[config.mk]
export PLATFORM = sky130hd
export DESIGN_NAME = reg_and_imm
export DESIGN_NICKNAME = d
export VERILOG_FILES = /design/src/rtl/rv32_pkg.sv /design/src/rtl/imm_gen.sv /design/src/rtl/reg_and_imm.sv
export SDC_FILE = /design/constraint.sdc
export NUM_CORES = 2
export LEC_CHECK = 0
export CAP_MARGIN = 20
export CORE_ASPECT_RATIO = 0.7
export CORE_MARGIN = 2
export CORE_UTILIZATION = 45
export DETAILED_ROUTE_END_ITERATION = 12
export SYNTH_ARGS = -nofsm -noshare
export SYNTH_HDL_FRONTEND = slang
export SYNTH_SLANG_ARGS = --single-unit
[constraint.sdc]
create_clock -name clk -period 2.8 [get_ports clk]
set_input_delay 0.42 -clock clk [delete_from_list [all_inputs] [get_ports clk]]
set_output_delay 0.42 -clock clk [all_outputs]
set_load 0.005 [all_outputs]
[src/rtl/rv32_pkg.sv]
// rtl/rv32_pkg.sv - RV32I shared widths and opcode constants
package rv32_pkg;

  localparam int XLEN   = 32;
  localparam int REG_AW = 5;
  localparam int NREGS  = 1 << REG_AW;

  localparam logic [6:0] OP_R      = 7'b0110011;
  localparam logic [6:0] OP_I_ALU  = 7'b0010011;
  localparam logic [6:0] OP_LOAD   = 7'b0000011;
  localparam logic [6:0] OP_JALR   = 7'b1100111;
  localparam logic [6:0] OP_SYSTEM = 7'b1110011;
  localparam logic [6:0] OP_STORE  = 7'b0100011;
  localparam logic [6:0] OP_BRANCH = 7'b1100011;
  localparam logic [6:0] OP_LUI    = 7'b0110111;
  localparam logic [6:0] OP_AUIPC  = 7'b0010111;
  localparam logic [6:0] OP_JAL    = 7'b1101111;

endpackage

[src/rtl/imm_gen.sv]
// rtl/imm_gen.sv - RV32I immediate decoder, sign-extended from inst[31]
module imm_gen
  import rv32_pkg::*;
(
  input  logic [XLEN-1:0] inst,
  output logic [XLEN-1:0] imm32
);

  always_comb begin
    imm32 = '0;
    case (inst[6:0])
      // Shift-immediates keep funct7 in the upper bits; execute masks shamt.
      OP_I_ALU, OP_LOAD, OP_JALR, OP_SYSTEM:
        imm32 = {{20{inst[31]}}, inst[31:20]};
      OP_STORE:
        imm32 = {{20{inst[31]}}, inst[31:25], inst[11:7]};
      OP_BRANCH:
        imm32 = {{19{inst[31]}}, inst[31], inst[7], inst[30:25], inst[11:8], 1'b0};
      OP_LUI, OP_AUIPC:
        imm32 = {inst[31:12], 12'b0};
      OP_JAL:
        imm32 = {{11{inst[31]}}, inst[31], inst[19:12], inst[20], inst[30:21], 1'b0};
      default:
        imm32 = '0;
    endcase
  end

endmodule

[src/rtl/reg_and_imm.sv]
// rtl/reg_and_imm.sv - RV32I decode-stage register file plus immediate generator
module reg_and_imm
  import rv32_pkg::*;
(
  input  logic            clk,
  input  logic            rst,
  input  logic [XLEN-1:0] inst,
  input  logic [XLEN-1:0] write_data,
  input  logic            RegWrite,
  output logic [XLEN-1:0] read_data_1,
  output logic [XLEN-1:0] read_data_2,
  output logic [XLEN-1:0] imm32
);

  logic [XLEN-1:0]   regs_q [NREGS];
  logic [REG_AW-1:0] rs1;
  logic [REG_AW-1:0] rs2;
  logic [REG_AW-1:0] rd;

  assign rs1 = inst[19:15];
  assign rs2 = inst[24:20];
  assign rd  = inst[11:7];

  always_ff @(posedge clk or negedge rst) begin
    if (!rst) begin
      for (int i = 0; i < NREGS; i++) regs_q[i] <= '0;
    end else if (RegWrite && (rd != '0)) begin
      regs_q[rd] <= write_data;
    end
  end

  // x0 is hardwired on the read side so its storage never matters.
  assign read_data_1 = (rs1 == '0) ? '0 : regs_q[rs1];
  assign read_data_2 = (rs2 == '0) ? '0 : regs_q[rs2];

  imm_gen u_imm_gen (
    .inst  (inst),
    .imm32 (imm32)
  );

endmodule

==> impl_metrics.tcl <==
set metrics [dict create \
    drt_iter0_drc 3898 \
    die_h_um 295 \
    cts_tree "built" \
    clock_latency_ns 0.73 \
    hp-class "in2async" \
    gp_congestion 0.867 \
    outcome "complete, but fails checks" \
    core_area_um2 120000 \
    synth_enable_flop_cells 0 \
    synthTopCellsByCount "dfrtp_1 (1024), mux2_2 (993), mux4_2 (386)" \
    hold_viol 0 \
    cp_slowest_stage_delay_ns 0.50 \
    power_mw 45.1 \
    dp_slack_ns -1.07 \
    syn_inst 3684 \
    globalRoute.totalOverflow 0 \
    setup_slack_ns -0.174 \
    register_area_um2 25600 \
    largest_register_ffs 1024 \
    cts_buffers 104 \
    routed_via_density 6.53 \
    dieArea_um2 124000 \
    fin_crit_sh 1.06 \
    drive_gt1_frac 0.605 \
    fin_cells 5780 \
    period_needed_ns 2.97 \
    post-route-util 0.576 \
    ir_drop_uv 478 \
    relSlewSlack 0.283 \
    critPathSlowestCell "mux4_2" \
    yosys.area.top_type_share 0.470 \
    num_vias 37700 \
    fill_cells 9460 \
    cts.htree.levels 3 \
    final_nets 4142 \
    postRouteAntennaNets 0 \
    io_pins 163 \
    synth.avg_cell_area_um2 14.8 \
    arrival_ns 2.55 \
    yosysMostFrequentCell "dfrtp_1" \
    worstPathRequired_ns 2.38 \
    final_area_um2 69000 \
    r2r_end "regs_q[574]" \
    reg2reg_depth 2 \
    cp-startpoint "regs_q[523]" \
    multi_input_area_um2 29700 \
    dp_cells 5521 \
    crit_chain "buf_6 > mux4_2 > a22o_4 > a2111oi_4 > nor3_2 > buf_2" \
    setup_viol 34 \
    drv_slew 0 \
    port_buffers 162 \
    yosysSeqAreaShare 0.470 \
    ys_seq_elements 1024 \
    die_w_um 420 \
    antenna_found_initial 8 \
    violations "setup timing" \
    rows 106 \
    postPlaceCellArea_um2 61900 \
    ys_types 43 \
    top_register "regs_q" \
    fmax_mhz 336 \
    maxCapViolations 0 \
    clockBufferDepth 3 \
    area_growth_pct 26.7 \
    top_regs "regs_q (1024)" \
    yosys-top-cells-area "dfrtp_1 (47%), mux2_2 (21%), mux4_2 (16%)" \
    p_leak_nw 30.0 \
    cts.reportedPaths.clkPinSlew_ns 0.06 \
    tightestPinTransition_ns 1.07 \
    r2r-start "regs_q[574]" \
    drc 0 \
    ys.flop_type "dfrtp_1" \
    grt_pass1_vias 38100 \
    fin_skew_ns 0 \
    drt_pass1_iterations 5 \
    cp-start-kind "flip-flop" \
    hold_ws_ns 0.182 \
    synth_nets 3751 \
    start_util 0.455 \
    grt_use_total 0.314 \
    wl_per_cell_um 33.4 \
    setup_tns_ns -1.82 \
    cts-root-buf "clkbuf_16" \
    power.density_nw_per_um2 653 \
    grt_max_degree 100 \
    ys_warn_count 0 \
    yosys.area.top_type "dfrtp_1" \
    grt_pass1_wl_um 281000 \
    wl_um 193000 \
    place_hpwl_um 122000 \
    rsz0062_at_grt "true" \
    path_class "reg2out" \
    critPathMaxFanout 2 \
    cts.sink_count 1024 \
    synthArstFlopShare 1.00 \
    crit_path_end_kind "output port" \
    critPathCapture "read_data_2[11]" \
    r2r_slack_ns 1.89 \
    syn_area_um2 54500 \
]
cell usage in the layout (no fill, tap or decap), drive strengths merged, types with 28 or more instances in the layout:
master / Yosys / routed
nor3: 65 / 65
clkbuf: 238 / 155
buf: 202 / 626
clkdlybuf4s50: 0 / 80
a2111oi: 63 / 63
mux2i: 252 / 252
mux4: 386 / 386
o221ai: 62 / 62
mux2: 993 / 993
a22o: 129 / 129
dfrtp: 1024 / 1024
nor2: 28 / 28
a211oi: 63 / 63
o22ai: 64 / 64
how the worst min path moves through the flow:
stage               from          end
floorplan            rst    regs_q[0]
global placement     rst  regs_q[501]
detailed placement   rst  regs_q[501]
CTS                  rst  regs_q[501]
global route         rst  regs_q[501]
finish               rst  regs_q[501]
power breakdown:
| group | internal, mW | switching [mW] | leakage, nW |
|---|---|---|---|
| clock network | 8.68 | 6.24 | 1.77 |
| logic | 6.07 | 4.40 | 15.1 |
| registers | 17.6 | 2.11 | 13.1 |
layout make-up:
class | count | share of cell area
inverters | 2 | 0.000109
multi-input cells | 2219 | 0.430
clock inverters | 35 | 0.00687
diodes | 3 | 0.000109
clock buffers | 153 | 0.0451
flip-flops and latches | 1024 | 0.371
well taps | 1620 | 0.0294
repair buffers | 724 | 0.117
kinds of logic after synthesis:
kind of cell              count (synthesis)  share of synthesized area
AOI/OAI and AO/OA                       416                     0.0630
xor gates and xnor gates                  1                   0.000161
buffers and inverters                   442                     0.0392
DFF                                    1024                      0.470
muxes                                  1631                      0.411
and+or+nand+nor                         170                     0.0166
routing by layer:
layer | global-route usage | up-vias | wire (um)
li1 | - | 15200 | -
met1 | 0.460 | 20500 | 85400
met2 | 0.466 | 1628 | 85200
met3 | 0.0571 | 416 | 14200
met4 | 0.121 | 8 | 8420
met5 | 0 | - | 53
worst max-delay path, delay by kind of cell, from the launching register on:
| family | cells | cell delay [ns] |
|---|---|---|
| buf+inv | 2 | 0.25 |
| flops | 1 | 0.39 |
| simple gates | 1 | 0.07 |
| compound gates | 2 | 0.63 |
| mux | 1 | 0.50 |
repair_timing:
item | in CTS | in global routing
setup buffers | 60 | 30
cloned | 12 | 0
pin swaps | 207 | 23
hold endpoints to repair | 236 | 0
hold buffers | 1 | 0
gates resized for setup | 717 | 59
endpoints found under the setup margin | 88 | 84
No activity file was read; power rests on OpenSTA's default activity.
